`src/rtl/cpu_ctrl_pkg.sv`:
```
// Shared encodings for the pipeline control unit: opcodes, R-type function
// codes, sequencer states and the bubble control bundle.
package cpu_ctrl_pkg;

    localparam logic [3:0] OP_RTYPE = 4'b0000;
    localparam logic [3:0] OP_LOAD  = 4'b1000;
    localparam logic [3:0] OP_STORE = 4'b1011;
    localparam logic [3:0] OP_BEQ   = 4'b0100;
    localparam logic [3:0] OP_BNE   = 4'b0101;
    localparam logic [3:0] OP_BLT   = 4'b0110;
    localparam logic [3:0] OP_JUMP  = 4'b1100;
    localparam logic [3:0] OP_HALT  = 4'b1111;

    localparam logic [3:0] FN_ADD = 4'hF;
    localparam logic [3:0] FN_SUB = 4'hE;
    localparam logic [3:0] FN_AND = 4'hD;
    localparam logic [3:0] FN_OR  = 4'hC;
    localparam logic [3:0] FN_MUL = 4'h1;
    localparam logic [3:0] FN_DIV = 4'h2;
    localparam logic [3:0] FN_SLL = 4'hA;
    localparam logic [3:0] FN_SRL = 4'hB;
    localparam logic [3:0] FN_ROL = 4'h8;
    localparam logic [3:0] FN_ROR = 4'h9;

    typedef enum logic [1:0] {S_RUN, S_MULDIV, S_HALT} state_t;

    typedef struct packed {
        logic       muxIF;
        logic       muxEXtop;
        logic       muxEXbottom;
        logic       muxWB;
        logic       memRead;
        logic       memWrite;
        logic       regWrite;
        logic       regWrite0;
        logic       comparator;
        logic [1:0] signExtend;
    } ctrl_t;

    // A bubble drives every control low and parks the ALU on function 1111.
    localparam ctrl_t      CTRL_BUBBLE = '0;
    localparam logic [3:0] FN_BUBBLE   = 4'hF;

endpackage

```
`src/rtl/ctrl_decode.sv`:
```
// Combinational instruction decoder: opcode/function code to control bundle
// plus classification flags used by the sequencer.
module ctrl_decode
    import cpu_ctrl_pkg::*;
#(
    parameter int OP_W = 4,
    parameter int FN_W = 4
) (
    input  logic [OP_W-1:0] oppcode,
    input  logic [FN_W-1:0] functionCode,
    output ctrl_t           ctrl,
    output logic [FN_W-1:0] fn,
    output logic            is_muldiv,
    output logic            is_halt,
    output logic            is_illegal
);

    always_comb begin
        ctrl       = CTRL_BUBBLE;
        fn         = FN_W'(FN_BUBBLE);
        is_muldiv  = 1'b0;
        is_halt    = 1'b0;
        is_illegal = 1'b0;
        case (oppcode)
            OP_W'(OP_RTYPE): begin
                fn = functionCode;
                case (functionCode)
                    FN_W'(FN_ADD), FN_W'(FN_SUB), FN_W'(FN_AND), FN_W'(FN_OR): begin
                        ctrl.muxWB    = 1'b1;
                        ctrl.regWrite = 1'b1;
                    end
                    // mul/div results land in the dedicated result pair
                    FN_W'(FN_MUL), FN_W'(FN_DIV): begin
                        ctrl.muxWB     = 1'b1;
                        ctrl.regWrite0 = 1'b1;
                        is_muldiv      = 1'b1;
                    end
                    FN_W'(FN_SLL), FN_W'(FN_SRL), FN_W'(FN_ROL), FN_W'(FN_ROR): begin
                        ctrl.muxEXbottom = 1'b1;
                        ctrl.muxWB       = 1'b1;
                        ctrl.regWrite    = 1'b1;
                    end
                    default: begin
                        fn         = FN_W'(FN_BUBBLE);
                        is_illegal = 1'b1;
                    end
                endcase
            end
            OP_W'(OP_LOAD): begin
                ctrl.signExtend = 2'b01;
                ctrl.muxEXtop   = 1'b1;
                ctrl.memRead    = 1'b1;
                ctrl.regWrite   = 1'b1;
            end
            OP_W'(OP_STORE): begin
                ctrl.signExtend = 2'b01;
                ctrl.muxEXtop   = 1'b1;
                ctrl.memWrite   = 1'b1;
            end
            OP_W'(OP_BEQ), OP_W'(OP_BNE), OP_W'(OP_BLT): begin
                fn              = FN_W'(FN_SUB);
                ctrl.signExtend = 2'b10;
                ctrl.comparator = 1'b1;
            end
            OP_W'(OP_JUMP): begin
                ctrl.signExtend = 2'b11;
                ctrl.muxIF      = 1'b1;
            end
            OP_W'(OP_HALT): is_halt = 1'b1;
            default:        is_illegal = 1'b1;
        endcase
    end

endmodule

```
`src/rtl/pipe_ctrl_unit.sv`:
```
// ID-stage control sequencer: registers the decoded bundle, stalls for
// multi-cycle mul/div, halts, squashes on taken branches.
// Build option ILLEGAL_TRAP_EN: illegal instructions halt the core with a sticky flag.
module pipe_ctrl_unit
    import cpu_ctrl_pkg::*;
#(
    parameter int MULDIV_CYC = 4,
    parameter int OP_W       = 4,
    parameter int FN_W       = 4
) (
    input  logic            clk,
    input  logic            rst,
    input  logic            valid_in,
    input  logic [OP_W-1:0] oppcode,
    input  logic [FN_W-1:0] functionCode,
    input  logic            branch_taken,
    input  logic            stall_in,
    output logic [FN_W-1:0] functCode,
    output logic [1:0]      signExtend,
    output logic            muxIF,
    output logic            muxEXtop,
    output logic            muxEXbottom,
    output logic            muxWB,
    output logic            memRead,
    output logic            memWrite,
    output logic            regWrite,
    output logic            regWrite0,
    output logic            comparator,
    output logic            valid_out,
    output logic            stall_out,
    output logic            halted,
    output logic            illegal
);

    localparam logic [3:0] MD_LOAD = 4'(MULDIV_CYC - 1);

    state_t          state, state_nx;
    logic [3:0]      cnt, cnt_nx;
    ctrl_t           ctrl_q, ctrl_nx, dec_ctrl;
    logic [FN_W-1:0] fn_q, fn_nx, dec_fn;
    logic            vld_nx, ill_nx;
    logic            dec_muldiv, dec_halt, dec_illegal;
    logic            accept;

    ctrl_decode #(.OP_W(OP_W), .FN_W(FN_W)) u_dec (
        .oppcode      (oppcode),
        .functionCode (functionCode),
        .ctrl         (dec_ctrl),
        .fn           (dec_fn),
        .is_muldiv    (dec_muldiv),
        .is_halt      (dec_halt),
        .is_illegal   (dec_illegal)
    );

    assign stall_out = (state != S_RUN);
    assign halted    = (state == S_HALT);
    assign accept    = valid_in & ~stall_in & ~stall_out & (state == S_RUN);

    always_comb begin
        state_nx = state;
        cnt_nx   = cnt;
        ctrl_nx  = ctrl_q;
        fn_nx    = fn_q;
        vld_nx   = valid_out;
        ill_nx   = illegal;
        // stall_in freezes both the sequencer and the output bundle
        if (!stall_in) begin
            ctrl_nx = CTRL_BUBBLE;
            fn_nx   = FN_W'(FN_BUBBLE);
            vld_nx  = 1'b0;
`ifndef ILLEGAL_TRAP_EN
            ill_nx  = 1'b0;
`endif
            case (state)
                S_RUN: begin
                    if (accept && !branch_taken) begin
                        if (dec_illegal) begin
                            ill_nx = 1'b1;
`ifdef ILLEGAL_TRAP_EN
                            state_nx = S_HALT;
`endif
                        end else if (dec_halt) begin
                            state_nx = S_HALT;
                        end else begin
                            ctrl_nx = dec_ctrl;
                            fn_nx   = dec_fn;
                            vld_nx  = 1'b1;
                            if (dec_muldiv) begin
                                cnt_nx = MD_LOAD;
                                if (MD_LOAD != 4'd0) state_nx = S_MULDIV;
                            end
                        end
                    end
                end
                S_MULDIV: begin
                    cnt_nx = cnt - 4'd1;
                    if (cnt_nx == 4'd0) state_nx = S_RUN;
                end
                default: ;
            endcase
        end
    end

    always_ff @(posedge clk) begin
        if (rst) begin
            state     <= S_RUN;
            cnt       <= 4'd0;
            ctrl_q    <= CTRL_BUBBLE;
            fn_q      <= FN_W'(FN_BUBBLE);
            valid_out <= 1'b0;
            illegal   <= 1'b0;
        end else begin
            state     <= state_nx;
            cnt       <= cnt_nx;
            ctrl_q    <= ctrl_nx;
            fn_q      <= fn_nx;
            valid_out <= vld_nx;
            illegal   <= ill_nx;
        end
    end

    assign functCode   = fn_q;
    assign signExtend  = ctrl_q.signExtend;
    assign muxIF       = ctrl_q.muxIF;
    assign muxEXtop    = ctrl_q.muxEXtop;
    assign muxEXbottom = ctrl_q.muxEXbottom;
    assign muxWB       = ctrl_q.muxWB;
    assign memRead     = ctrl_q.memRead;
    assign memWrite    = ctrl_q.memWrite;
    assign regWrite    = ctrl_q.regWrite;
    assign regWrite0   = ctrl_q.regWrite0;
    assign comparator  = ctrl_q.comparator;

endmodule

```
`config.mk`:
```
export PLATFORM = sky130hd
export DESIGN_NAME = pipe_ctrl_unit
export DESIGN_NICKNAME = d
export VERILOG_FILES = /design/src/rtl/cpu_ctrl_pkg.sv /design/src/rtl/ctrl_decode.sv /design/src/rtl/pipe_ctrl_unit.sv
export SDC_FILE = /design/constraint.sdc
export NUM_CORES = 1
export LEC_CHECK = 0
export BUFFER_PORTS_ARGS = -buffer_cell sky130_fd_sc_hd__buf_2
export CORE_ASPECT_RATIO = 1.5
export CORE_UTILIZATION = 35
export CTS_CLUSTER_SIZE = 16
export DETAILED_ROUTE_END_ITERATION = 16
export GPL_TIMING_DRIVEN = 0
export HOLD_SLACK_MARGIN = 0.02
export PLACE_DENSITY = 0.57
export SETUP_SLACK_MARGIN = 0.3
export SYNTH_ARGS = -nofsm -noshare
export SYNTH_HDL_FRONTEND = slang
export SYNTH_SLANG_ARGS = --single-unit
```
`constraint.sdc`:
```
create_clock -name clk -period 5.9 [get_ports clk]
set_input_delay 1.18 -clock clk [delete_from_list [all_inputs] [get_ports clk]]
set_output_delay 1.18 -clock clk [all_outputs]
set_load 0.1 [all_outputs]
```
== Word level (Yosys, flattened, before mapping) ==
Index checks and enable logic that the tools add are counted.
W data, S select, Z words.

* Register bits after elaboration: 23
* Bits of input ports: 13
* Output and inout bits: 19
* Word-level logic and storage cells: 106

* Add/sub/neg operators: 1
* Equal/unequal tests: 25
* Mux-type cells: 44
* Bitwise gates (word level): 5
* Reductions and logical operators: 16

{| class="wikitable"
|+ Operators with widths
! operator !! number
|-
| $eq A4 B4 Y1 const B || 12
|-
| $mux W11 || 4
|-
| $mux W4 || 9
|-
| $mux W1 || 19
|-
| $pmux W4 S2 || 2
|-
| $eq A4 B3 Y1 const B || 3
|-
| $mux W2 || 6
|-
| $reduce_and A6 Y1 || 2
|-
| $reduce_or A10 Y1 || 1
|-
| $logic_not A4 Y1 || 2
|-
| $ne A2 B2 Y1 const B || 4
|-
| $reduce_or A8 Y1 || 1
|-
| $reduce_or A7 Y1 || 1
|-
| $pmux W2 S3 || 1
|-
| $eq A4 B1 Y1 const B || 1
|-
| $eq A4 B2 Y1 const B || 1
|-
| $pmux W1 S2 || 2
|-
| $pmux W2 S2 || 1
|-
| $reduce_bool A2 Y1 || 2
|-
| $reduce_or A2 Y1 || 2
|-
| $reduce_or A4 Y1 || 1
|-
| $sub A4 B1 Y4 const B || 1
|-
| $and A1 B1 Y1 || 3
|-
| $ne A3 B3 Y1 const B || 1
|-
| 8 further kinds || 9
|}

== Logic depth before layout (Yosys ltp) ==
Gate-level depths: netlist (run 1).

* Depth in word-level cells: 9
* Gate-level depth with buffers: 7
* Gate-level depth less buffers: 7

== Modules after synthesis ==
Synthesis (run 1) repeated with hierarchy kept, for this count alone.

* Cells, all modules: 143
* Area total of the unflattened synthesis: 1191.1 um^2

{| class="wikitable"
|+ By module, submodules not included
! module !! times used !! cells each !! area an instance (um^2) !! seq. area each (um^2)
|-
| pipe_ctrl_unit || 1 || 105 || 974.7 || 460.4
|-
| ctrl_decode || 1 || 38 || 216.5 || 0.0
|}

== Worst setup path after synthesis (run 1) ==
No wires, ideal clock.

* Kind: input-to-reg
* From: in stall_in
* To: reg ctrl_q, in the netlist muxEXbottom
* Library setup time: 71 ps
* Arrival time: 2828 ps
* Required time: 5829 ps
* Setup slack: 3001 ps
* Stages on the path: 5
* Path through: clkbuf_1 > nor4b_4 > or4b_4 > or4_1 > a21oi_1

* Cells in the longest elaborated chain, start to end: 7

{| class="wikitable"
|+ RTL lines
! element !! RTL line !! RTL
|-
| start, declared || pipe_ctrl_unit.sv:17 || <nowiki>input logic stall_in,</nowiki>
|-
| $not A1 Y1 (no source line) || -- ||
|-
| $and A1 B1 Y1 (3 in a row) || pipe_ctrl_unit.sv:57 || <nowiki>assign accept = valid_in & ~stall_in & ~stall_out & (state == S_RUN);</nowiki>
|-
| $logic_and A1 B1 Y1 || pipe_ctrl_unit.sv:76 || <nowiki>if (accept && !branch_taken) begin</nowiki>
|-
| $mux W11 || pipe_ctrl_unit.sv:76 ||
|-
| $mux W11 || pipe_ctrl_unit.sv:74 || <nowiki>case (state)</nowiki>
|-
| end signal, assigned || pipe_ctrl_unit.sv:115 || <nowiki>ctrl_q <= ctrl_nx;</nowiki>
|-
| end, declared || pipe_ctrl_unit.sv:39 || <nowiki>ctrl_t ctrl_q, ctrl_nx, dec_ctrl;</nowiki>
|}

Parallel ways exist; a longest one is shown, timed or not.
A chain may end at the register's enable or synchronous reset.

== Worst setup path after layout (run 1) ==
Ends and elaborated chain as after synthesis.

==> results of run 1 <==
==> through the flow <==
stage | cell area (um^2) | utilization, %
floorplan | 1150 | -
global placement | 1340 | 42.5
detailed placement | 1340 | 42.5
CTS | 1390 | 44.0
global route | 1390 | 44.0
finish | 1390 | 44.0
==> power groups by stage <==
| stage | registers, mW | logic [mW] | clock network [mW] |
|---|---|---|---|
| 2_1_floorplan | 0.166 | 0.0187 | 0 |
| 3_3_place_gp | 0.160 | 0.0354 | 0 |
| 3_5_place_dp | 0.160 | 0.0355 | 0 |
| 4_1_cts | 0.156 | 0.0359 | 0.0984 |
| 5_1_grt | 0.156 | 0.0389 | 0.106 |
| 6_report | 0.156 | 0.0358 | 0.0959 |
==> kinds of logic (layout without fill, tap and decap cells) <==
logic type / after synthesis / count (layout)
simple gates: 53 / 53
compound gates: 43 / 43
flops: 23 / 23
buf+inv: 12 / 44
fa+ha+maj: 2 / 2
xor+xnor: 2 / 2
==> sequential cells by signal, indices dropped and copies added (netlist names) <==
| signal | count |
|---|---|
| valid_out | 1 |
| illegal | 1 |
| muxEXbottom | 1 |
| muxIF | 1 |
| functCode | 4 |
| signExtend | 2 |
| memRead | 1 |
| memWrite | 1 |
| muxEXtop | 1 |
| regWrite | 1 |
| cnt | 4 |
| regWrite0 | 1 |
| muxWB | 1 |
| state | 2 |
| comparator | 1 |
==> worst min-delay path, stage by stage (launching register included) <==
cell and delay, ns:
dfxtp_1 0.31, nand2_1 0.05, a21oi_1 0.05
==> routing by layer <==
metal  track usage, %  vias up  share of wire [%]
met5                0        -                  0
li1                 -      563                  -
met3             2.52        4                3.0
met1             15.7      492                 42
met4             5.88        0                1.4
met2             30.6       20                 54
==> cells in the mapped netlist (2+ instances only) <==
cell and n:
o21ai_0 7, a21oi_1 12, nor4_1 2, and3_1 2
nor2b_1 4, nand2_1 14, nor3_1 2, o22ai_1 2
and2_1 3, dfxtp_1 23, o41ai_1 3, nor2_1 11
inv_1 5, o21a_1 2, clkbuf_1 4, a22oi_1 4
ha_1 2, nor3b_1 2, nand4_1 2, a2bb2oi_1 2
or2_2 2, xnor2_1 2, a31oi_1 2, o211ai_1 3
==> worst paths after layout <==
| path | endpoint | cells past startpoint |
|---|---|---|
| min | signExtend[0]$_SDFFE_PP0N_ | 2 |
| max reg2reg | muxEXbottom$_SDFFE_PP0N_ | 6 |
| min reg2reg | signExtend[0]$_SDFFE_PP0N_ | 2 |
| max | muxEXbottom$_SDFFE_PP0N_ | 5 |
==> layout make-up <==
cell class / count / area (um^2) / area share [%]
plain buffers: 6 / 25.0 / 1.80
clock buffers: 4 / 45.0 / 3.24
inverters: 6 / 22.5 / 1.62
multi-input cells: 100 / 646 / 46.5
flip-flops and latches: 23 / 460 / 33.2
well taps: 40 / 50.0 / 3.60
repair buffers: 28 / 140 / 10.1
==> metrics list, run 1 <==
- Outcome: finished clean
- Of the total power, the clock network draws 33.3%.
- Proportion of layout cells with a drive suffix above 1: between 20% and 30%
* Setup tns final: 0 ns
- Area inside the core boundary: 3160 um^2
* Most common library cell in the layout ignoring fill and taps: buf_2
- The analysis attributes to cell leakage a power of between 0.5 and 0.6 nW.
* Cell family with most CP delay: simple AND/OR/NAND/NOR gates
- Power Total: roughly 0.29 mW
* Non-filler instance count after layout: a little over 200
* Antenna diode count: 0
- For this block, the routed nets add up to 2660 um of wire.
* Number of global-route vias before repair: slightly below 1k
- Async set-or-reset flop fraction in the synthesized netlist: 0%
- Starting density of the core: a little over a third
- For this design the top-level I/O count stands at 32.
- Via count: 1079
* Initial antenna violation count: 0
* Required time of the critical path: slightly above 6 ns
* DR iter-0 viols: 31
* Detailed-route wire length per cell: 12.9 um
- Commonest cells after routing, fill and taps aside: buf_2, dfxtp_1, nand2_1
* Number of max-cap violations: 0
- Setup repair after global routing left no endpoint under its margin.
- Pin count of the biggest net entering global routing: 13
* Hold violation total from the final report: 0
- Setup violations remaining at the end of the flow were counted as 0.
- After filler insertion, the fill cell instance count of the layout stands at 353.
- The first global-routing pass estimated between 4000 and 5000 um of wire.
- For this run, design rule violations remaining after detail routing come to 0.
* Number of max-slew violations in the final report: 0
- Summed over all instances, the cell type with the most area after synthesis is dfxtp_1.
- For this run the aggregate overflow at the end of global routing stands at 0.
- First element of the critical path: stall_in
* Worst Hold Margin: roughly 0.45 ns
- Number of detailed-route iterations in the first pass: 4
- Adder-cell share of the synthesized area: around 2.2%
- The worst setup path is launched from a primary input.
- The top cell type by area accounts for between 30% and 40% of the synthesized area.
- At the worst endpoint, the arrival time is 3.06 ns.
* Pwr Density: a little over 200 nW/um^2
- Global routing used roughly 15% of the available tracks across all layers.
- The critical path in this run is classified as in2reg.
* Share of cell area taken by muxes after synthesis: 0%
- After clock tree synthesis, the clock-pin slew on the worst setup and hold paths is 0.08 ns.
* Combinational family with the most area after synthesis: simple AND/OR/NAND/NOR gates
- Synthesized-area fraction occupied by and/or/nand/nor cells: roughly 28%
* CTS Hold Buffers Added: 0
* Final #Nets: 183
- After layout, the minimum clock period comes to 2.87 ns.
- After synthesis, the cell types taking the most area are dfxtp_1, a21oi_1, nand2_1.
- No sink is reached through more buffers than the 2 on the longest clock path.
* Number of flip-flops and latches in the synthesized netlist: 23
- Worst hold path startpoint: signExtend[0]$_SDFFE_PP0N_
- Prior to clock tree synthesis, the placed netlist has a worst setup slack of 2.74 ns.
* Die H: 72.3 um
- Post-Synthesis Net Count: 150
- Max-Slew Margin vs Limit: about three fifths
* Longest individual stage delay on the worst path: ~0.57 ns
- Final cycle utilization of the critical path: around half
- Layout overhead on the synthesized area: 20.4%
- Final Skew: 0.00121 ns
* R2R Path Start: state[0]$_SDFFE_PP0P_
- Buffers and inverters on the worst path: 1
* Clock insertion delay at the later pin of the skew report: ~0.26 ns
- Of the total synthesized cell area, the portion taken by XOR and XNOR cells is 1.52%.
- The Yosys step of the flow raised 0 warnings.
- TritonCTS built the clock tree.
- The die covers between 3000 and 4000 um^2.
- Final critical-path setup slack: roughly 3 ns
* Setup slack, reg-to-reg: around 3.7 ns
- TritonCTS buffer count: 3
- Clock tree synthesis selected as its root buffer the cell clkbuf_8.
- In this run, distinct cell masters in the synthesized netlist total 42.
* Number of rows in the core area: 25
- Internal Pwr Total: between 0.2 and 0.25 mW
* Number of synthesized flops with an enable pin: 0
- The average instance in the mapped netlist occupies around 8.5 um^2.
- CTS sink cnt: 23
- In this run, the combinational gates consume between 10% and 20% of the power.
* Worst hold path type: reg2reg
- Summed over all nets, the switching power comes to between 0.07 and 0.08 mW.
- Peak fanout along the critical path: 9
- Horizontal die dimension: between 40 and 50 um
- Peak Freq: approximately 350 MHz
- Worst VDD drop: 0.149 mV
* Post-synthesis compound-gate area fraction: between 20% and 30%
- Counting tap cells, the placed design contains a total of 203 instances.
* Syn Inst Count: about 140
- Summing the sequential cell areas from Yosys gives roughly 40% of the chip area.
- Crit-path slowest cell: or4b_4
* Number of setup buffers added after CTS: 0
- The worst setup path is captured at a register.
- Count of port buffers added during placement: 28
* Synthesized cell area: 1150 um^2
* Primary FF master, synth: dfxtp_1
* CP Cell Sequence: clkbuf_1, nor4b_4, or4b_4, or4_1, a21oi_1
- CTS built an H-tree with a depth of 1.
- Slew at the pin closest to its max-slew limit: approximately 0.61 ns
- Vias per cell: roughly 5.2
- Share of total power in sequential cells: between 50 and 60%
- Post-cts gate resize count: 0
- The detail route stage leaves a number of antenna-violating nets equal to 0.
- GP Congestion: slightly below 0.9
* Switching Share: 25.4%
- The HPWL after detailed placement is between 2000 and 2500 um.
(Power assumes the default switching activity.)
==> run 2, diff against run 1 <==
PLACE_DENSITY = 0.59   (was 0.57)
clock period = 2.5 ns   (was 5.9 ns; I/O delays follow)
==> run 2 against run 1 <==
Clock skew up 0.00099 ns; sequential power is 140% higher; routed wire length increased by 1.7%; combinational power is 140% higher; setup slack got worse by 2.7 ns; design area grew 2.2%; first-iteration DRC count decreased by 26%; non-clock buffer count rose by 3; final cell count grew 1.4%; core utilization is 0.95 points higher.
==> metrics list, run 2 (same netlist as run 1, synthesis figures left out) <==
* Type of the setup path with the least slack: in2reg
- The worst setup path is captured at a register.
- The maximum number of pins on one net before global-route repair was 13 (unchanged).
* CTS sink cnt: 23 (unchanged)
- The cell internal power dissipation is 0.508 mW (+140%).
- Initial antenna violation count: 0 (unchanged)
- The max-slew headroom at the worst pin was 59.1% (+0.36 points).
- The core outline area was 3160 um^2 (unchanged).
- Switching power total: 0.174 mW (+140%)
* Cell at the root of the clock tree: clkbuf_8
* R2R Path Start: state[0]$_SDFFE_PP0P_
- Number of max-cap violations: 0 (unchanged)
- In this run the worst hold path is classified as reg2reg.
- The final hold violation count is 0 (unchanged).
- The number of search-and-repair iterations in the first detailed-routing pass is 4 (unchanged).
* Data arrival, critical path: 2.27 ns (-0.79 ns)
- The peak fanout along the critical path is 10 (+1).
- The number of DRC markers in iteration 0 was 23 (-26%).
- The sum of net half-perimeters after detailed placement was 2150 um (+1.9%).
- The run finished with clean final reports.
* Share of total power in sequential cells: 54.0% (-0.3 points)
- The number of hold-repair buffers added at the cts stage is 0 (unchanged).
- Crit path capture: state[0]$_SDFFE_PP0P_
- The total grt overflow was 0 (unchanged).
- The number of slew-limit violations in the final report is 0 (unchanged).
- The share of the core filled with cells was 44.9% (+0.95 points).
- DR DRC count: 0 (unchanged)
- The total die area was 3530 um^2 (unchanged).
* Top-level port count: 32 (unchanged)
- Die H: 72.3 um (unchanged)
* Final Skew: 0.00220 ns (+0.000986 ns)
- Total number of H-tree levels: 1 (unchanged)
* Worst VDD drop: 0.266 mV (+78%)
* GP Congestion: 0.849 (-3.2%)
* Horizontal die dimension: 48.9 um (unchanged)
- The via count of the first global-routing pass came to 1056 (+7.0%).
- The largest individual stage delay along the critical path comes from the cell or4_4.
- The maximum cell stage delay along the critical path was 0.56 ns (about the same).
- Share of total power in the clock network: 33.4% (about the same)
* TritonCTS buffer count: 3 (unchanged)
* Slew at the pin closest to its max-slew limit: 0.605 ns (-0.00536 ns)
* Post-route standard cell area excluding fillers: 1420 um^2 (+2.2%)
* Final cycle utilization of the critical path: 85.0%
- The final non-filler cell total came to 210 (+1.4%).
* Required time of the critical path: 2.65 ns (-3.44 ns)
- CP Cell Sequence: buf_2, or4_4, nor4_4, o221ai_1, or2_2, o41ai_1
* Wire length of the first global-routing pass: 4530 um (+6.3%)
* Final wirelength: 2710 um (+1.7%)
- First element of the critical path: oppcode[2]
- Detail Route Antenna Nets: 0 (unchanged)
- R2R cell count: 6 (unchanged)
- The share of final-layout standard cells stronger than drive strength 1 was 25.9% (+1.3 points).
* CTS tree: done
- The total global routing track utilization came to 16.5% (+1.1 points).
* Commonest cells after routing, fill and taps aside: buf_2, dfxtp_1, nand2_1
- The clock-pin transition on the worst setup and hold timing paths was 0.08 ns (about the same).
* Setup slack, reg-to-reg: 0.45 ns (-3.26 ns)
- CTS Buffer Depth: 2 (unchanged)
- RR Endpoint: muxEXbottom$_SDFFE_PP0N_
- The final setup violation count is 0 (unchanged).
- The standard-cell row count is 25 (unchanged).
* DP Cell Count: 203 (unchanged)
* Peak Freq: 471 MHz
* Most common library cell in the layout ignoring fill and taps: buf_2
- Clock insertion delay at the later pin of the skew report: 0.26 ns (about the same)
- The via-per-instance ratio was 5.29 (+1.4%).
- Placed cell area: 1350 um^2 (+0.19%)
* Layout overhead on the synthesized area: 23.0%
- Pwr Density: 481 nW/um^2 (+130%)
- Worst Hold Margin: 0.463 ns (+0.00788 ns)
- Antenna diode count: 0 (unchanged)
- Via count: 1110 (+2.9%)
- The power share of the combinational group is 12.6% (+0.2 points).
* Count of port buffers added during placement: 28 (unchanged)
- Starting density of the core: 36.5% (unchanged)
* Detailed-route wire length per cell: 12.9 um (+0.27%)
* Setup tns final: 0 ns (unchanged)
- Subtracting the final worst setup slack from the clock period gives ~2.1 ns.
- Final #Nets: 186 (+1.6%)
* Unrepaired setup endpoints after global routing: no
* Nature of the critical path startpoint: primary input
- Switching Share: 25.5% (+0.11 points)
* Leakage power: 0.570 nW (+2.8%)
## run 2: changes by cell type in the layout (fill, tap and decap cells not counted), sizes merged
cell / previous run / this run
buf: 29 / 32
## run 2: cell type report
cell class,count,area [um^2]
multi-input combinational,100,651
tap,40,50.0
clock buffer,4,45.0
buffer,6,25.0
inverter,6,25.0
timing repair buffer,31,163
sequential,23,460
fill,340,1740
## run 2: what timing repair did
action / CTS / global route
pin swaps: 1 / 0
setup endpoints to repair: 1 / 3
resized for setup: 0 / 1
buffers inserted: 1 / 2
## run 2: critical path: cells and delay by family
family | cells | cell delay [ns]
AOI/OAI and AO/OA | 2 | 0.47
and+or+nand+nor | 3 | 1.14
buffers and inverters | 1 | 0.15
## run 2: layer usage
layer | track usage (%) | routed length (um)
met1 | 16.9 | 1090
met4 | 8.17 | 35
met3 | 2.52 | 65
met5 | 0 | 0
met2 | 31.9 | 1510
## run 2: power groups by stage
stage | Combinational [mW] | Clock (mW) | Sequential, mW
2_1_floorplan | 0.0441 | 0 | 0.391
3_3_place_gp | 0.0832 | 0 | 0.378
5_1_grt | 0.0949 | 0.252 | 0.369
3_5_place_dp | 0.0839 | 0 | 0.378
4_1_cts | 0.0852 | 0.236 | 0.369
6_report | 0.0859 | 0.228 | 0.369
## run 2: how the worst min path moves through the flow
stage,end,slack (ns),depth (start not counted),start
after floorplan,state[1]$_SDFFE_PP0P_,0.46,2,state[1]$_SDFFE_PP0P_
after CTS,signExtend[0]$_SDFFE_PP0N_,0.47,2,signExtend[0]$_SDFFE_PP0N_
final,signExtend[0]$_SDFFE_PP0N_,0.46,2,signExtend[0]$_SDFFE_PP0N_
after detailed placement,signExtend[0]$_SDFFE_PP0N_,0.45,2,signExtend[0]$_SDFFE_PP0N_
after global placement,signExtend[0]$_SDFFE_PP0N_,0.45,2,signExtend[0]$_SDFFE_PP0N_
after global routing,signExtend[0]$_SDFFE_PP0N_,0.47,2,signExtend[0]$_SDFFE_PP0N_
## run 2: stage by stage
step	total power, mW	worst slack (ns)
2_1_floorplan	0.435	0.302
5_1_grt	0.716	0.303
3_5_place_dp	0.462	0.0247
4_1_cts	0.691	0.353
6_report	0.683	0.376
3_3_place_gp	0.461	0.0566
==> run 3, diff against run 2 <==
ABC_AREA = 1   (was not set)
PLACE_DENSITY = 0.58   (was 0.59)
clock period = 1.92 ns   (was 2.5 ns; I/O delays follow)
==> run 3 against run 2 <==
Final cell count up 23%; sequential share of layout area down 3.2 points; area after synthesis up 14%; clock power increased by 29%; flip-flop and latch count stayed put; critical path depth is 3 lower.
==> metrics list, run 3 <==
* Number of detailed-route iterations in the first pass: 4 (unchanged)
* Detailed-route wire length per cell: 11.1 um (-14%)
* Cell family with most CP delay: flip-flops
- Crit-path slowest cell: dfxtp_2
- The H-tree depth reported by CTS is 1 (unchanged).
* Final #Nets: 232 (+25%)
- Most used routing layer: met2
* Number of synthesized flops with an enable pin: 0 (unchanged)
- The peak fanout along the critical path is 4 (-6).
- Most common library cell in the layout ignoring fill and taps: nand2_1
- The final antenna-violating net count came to 0 (unchanged).
- Fraction of met1 tracks used by global routing: 18.8% (+1.9 points)
- The core outline area is 3480 um^2 (+10%).
- CTS Buffer Depth: 2 (unchanged)
- STA classifies the critical path endpoint as an output pin.
* Leakage power: 0.712 nW (+25%)
* Library cell with the largest summed area after synthesis: dfxtp_1
* Final Skew: 0.00213 ns (-0.0000734 ns)
- The number of max-cap violations is 0 (unchanged).
- The global placer's final weighted congestion is 0.774 (-8.9%).
- The first-pass GRT wire length is 5100 um (+13%).
- Sequential fraction of the synthesis area: 35.1% (-4.8 points)
* Syn. warnings: 0 (unchanged)
- STA classifies the critical path startpoint as a register.
- Setup repair after global routing could not meet its margin everywhere.
* Pwr Density: 580 nW/um^2 (+20%)
* Number of global-route vias before repair: 1208 (+14%)
- The die boundary width is 52 um (+6.4%).
- The final hold violation count came to 0 (unchanged).
- The number of slew-limit violations in the final report came to 0 (unchanged).
- The number of cells in the design after placement was 253 (+25%).
- Count of port buffers added during placement: 29 (+3.6%)
- The standard-cell row count is 26 (+4.0%).
- The relative contribution of sequential cells to total power came to 52.5% (-1.5 points).
- The tree is rooted in a clkbuf_8.
* Internal Pwr Total: 0.662 mW (+30%)
* TritonCTS buffer count: 3 (unchanged)
- Final cycle utilization of the critical path: 79.3%
- Final worst path period need: 1.52 ns
- The number of synthesized register bits came to 23 (unchanged).
- The antenna cell count was 0 (unchanged).
* Proportion of power drawn by combinational gates: 15.5% (+2.9 points)
* Fraction of post-synthesis cell area in the top cell type by area: 35.1% (-4.8 points)
- The maximum cell stage delay along the critical path was 0.37 ns (-0.19 ns).
- The data required time of the critical path came to 1.54 ns (-1.11 ns).
* Worst VDD drop: 0.351 mV (+32%)
* Top-level port count: 32 (unchanged)
* Proportion of layout cells with a drive suffix above 1: 32.4% (+6.5 points)
- Number of unique standard cell types used by synthesis: 27 (-36%)
- Number of cells traversed by the worst hold path: 3 (+1)
- Data arrival, critical path: 1.14 ns (-1.13 ns)
- Buffers and inverters on the worst path: 2 (+1)
- Total GRT Usage: 16.4% (-0.12 points)
- R2R cell count: 13 (+7)
* Die Area: 4000 um^2 (+13%)
- The wire length after detailed routing came to 2870 um (+5.8%).
* Die H: 77 um (+6.5%)
- The switching power is 0.257 mW (+47%).
- Type of the setup path with the least slack: reg2out
- The maximum number of pins on one net before global-route repair is 14 (+1).
- The sum of negative setup slack is 0 ns (unchanged).
- Count of endpoints failing setup in the final report: 0 (unchanged)
- Final standard cell utilization of the core: 45.5% (+0.63 points)
* Leading cell types by count after synthesis: nand2_1, dfxtp_1, inv_1, a21oi_1, nand3_1
- DR iter-0 viols: 23 (unchanged)
* Slew at the pin closest to its max-slew limit: 0.488 ns (-0.118 ns)
- The sum of net half-perimeters after detailed placement was 2320 um (+8.3%).
- Async set-or-reset flop fraction in the synthesized netlist: 0% (unchanged)
- Clock insertion delay at the later pin of the skew report: 0.26 ns (about the same)
* Clock slew at reported path FFs: 0.08 ns (about the same)
- Derived from the worst setup path, the maximum achievable clock frequency is 657 MHz.
* CTS Hold Buffers Added: 0 (unchanged)
* Global Route met2 Usage: 29.7% (-2.2 points)
* Fraction of met3 tracks used by global routing: 1.79% (-0.73 points)
* Via count: 1235 (+11%)
- CP Cell Sequence: nor2_4, inv_1, buf_4
- Post-Synthesis Net Count: 197 (+31%)
* Number of gates on the worst path with buffers counted: 3 (-3)
* Layout overhead on the synthesized area: 20.8%
- Starting density of the core: 37.7% (+1.2 points)
- Mean cell area of the mapped netlist: 7.21 um^2 (-16%)
- Initial antenna violation count: 0 (unchanged)
- The min-delay analysis places its worst path in the category in2reg.
- Synthesized cell area: 1310 um^2 (+14%)
* Vias per cell: 4.79 (-9.4%)
- Switching Share: 28.0% (+2.4 points)
- Cell with the most instances after synthesis: nand2_1
- The power share of the clock group came to 32.0% (-1.4 points).
- Power Total: 0.919 mW (+35%)
- Non-filler instance count after layout: 258 (+23%)
* Primary FF master, synth: dfxtp_1
- Max-Slew Margin vs Limit: 67.7% (+8.6 points)
* Commonest cells after routing, fill and taps aside: nand2_1, buf_2, dfxtp_1
- Top cells by area in the synthesized netlist: dfxtp_1, nand2_1, a21oi_1
- Layout filler cell count: 386 (+14%)
- The residual DRC count was 0 (unchanged).
- TritonCTS built the clock tree.
- Syn Inst Count: 182 (+35%)
- The total grt overflow came to 0 (unchanged).
- CTS sink cnt: 23 (unchanged)
- The run finished with clean final reports.
run 3: cell count changes after synthesis, moves of 5 or more:
cell,delta
nand2_1,+33
inv_1,+13
nand3_1,+11
inv_2,+5
nor2_4,+5
run 3: logic make-up (layout without fill, tap and decap cells):
| family | count (synthesis) | in the layout | synth area share, % |
|---|---|---|---|
| and+or+nand+nor | 97 | 97 | 40.0 |
| AOI/OAI and AO/OA | 28 | 28 | 12.5 |
| adders and majority gates | 2 | 2 | 1.91 |
| buffers and inverters | 32 | 66 | 10.5 |
| DFF | 23 | 23 | 35.1 |
run 3: final cells by class:
| cell class | instances | area [um^2] | share of cell area (%) |
|---|---|---|---|
| inverters | 26 | 106 | 6.71 |
| clock inverters | 1 | 5.00 | 0.316 |
| flip-flops and latches | 23 | 463 | 29.2 |
| multi-input cells | 127 | 724 | 45.7 |
| well taps | 42 | 52.6 | 3.31 |
| clock buffers | 3 | 41.3 | 2.60 |
| repair buffers | 30 | 161 | 10.2 |
| plain buffers | 6 | 31.3 | 1.97 |
run 3: layer usage:
metal | part of all wire [%] | vias up | wire length [um]
li1 | - | 648 | -
met1 | 40 | 561 | 1150
met2 | 56 | 21 | 1590
met3 | 3.0 | 5 | 85
met4 | 1.4 | 0 | 40
met5 | 0 | - | 0
run 3: worst reg2reg max path: stages, from the launching register on:
cell and delay, ns:
dfxtp_2 0.34, inv_1 0.08, ha_2 0.19, inv_1 0.05
nand2_1 0.06, nand2_1 0.06, nand3_1 0.07, nand2_1 0.09
nand2_2 0.06, nor2_4 0.13, nand3_2 0.06, nand2_1 0.05
inv_1 0.03, nor2_1 0.11
run 3: final timing paths:
| kind | start | endpoint | slack (ns) |
|---|---|---|---|
| max | state[0]$_SDFFE_PP0P_ | stall_out | 0.40 |
| min | stall_in | valid_out$_SDFFE_PP0N_ | 0.39 |
| max reg2reg | cnt[0]$_SDFFE_PP0P_ | state[0]$_SDFFE_PP0P_ | 0.46 |
| min reg2reg | muxEXbottom$_SDFFE_PP0N_ | muxEXbottom$_SDFFE_PP0N_ | 0.46 |
run 3: per-stage QoR:
stage               hold WS [ns]  cell area (um^2)  setup WS (ns)
global route               0.383              1590          0.309
finish                     0.391              1590          0.398
floorplan                  0.507              1320          0.403
detailed placement         0.450              1520          0.320
CTS                        0.385              1570          0.309
global placement           0.441              1520          0.339
run 3: power groups by stage:
stage               combinational, mW  clock (mW)  sequential [mW]
floorplan                      0.0777           0            0.524
global placement                0.142           0            0.494
detailed placement              0.144           0            0.494
CTS                             0.144       0.308            0.483
global route                    0.156       0.330            0.483
finish                          0.142       0.295            0.483
run 3: timing repair:
item | CTS | global route
setup endpoints to repair | 2 | 4
gates resized for setup | 2 | 4
pin swaps | 0 | 1
buffers inserted | 0 | 1
gates cloned | 0 | 0
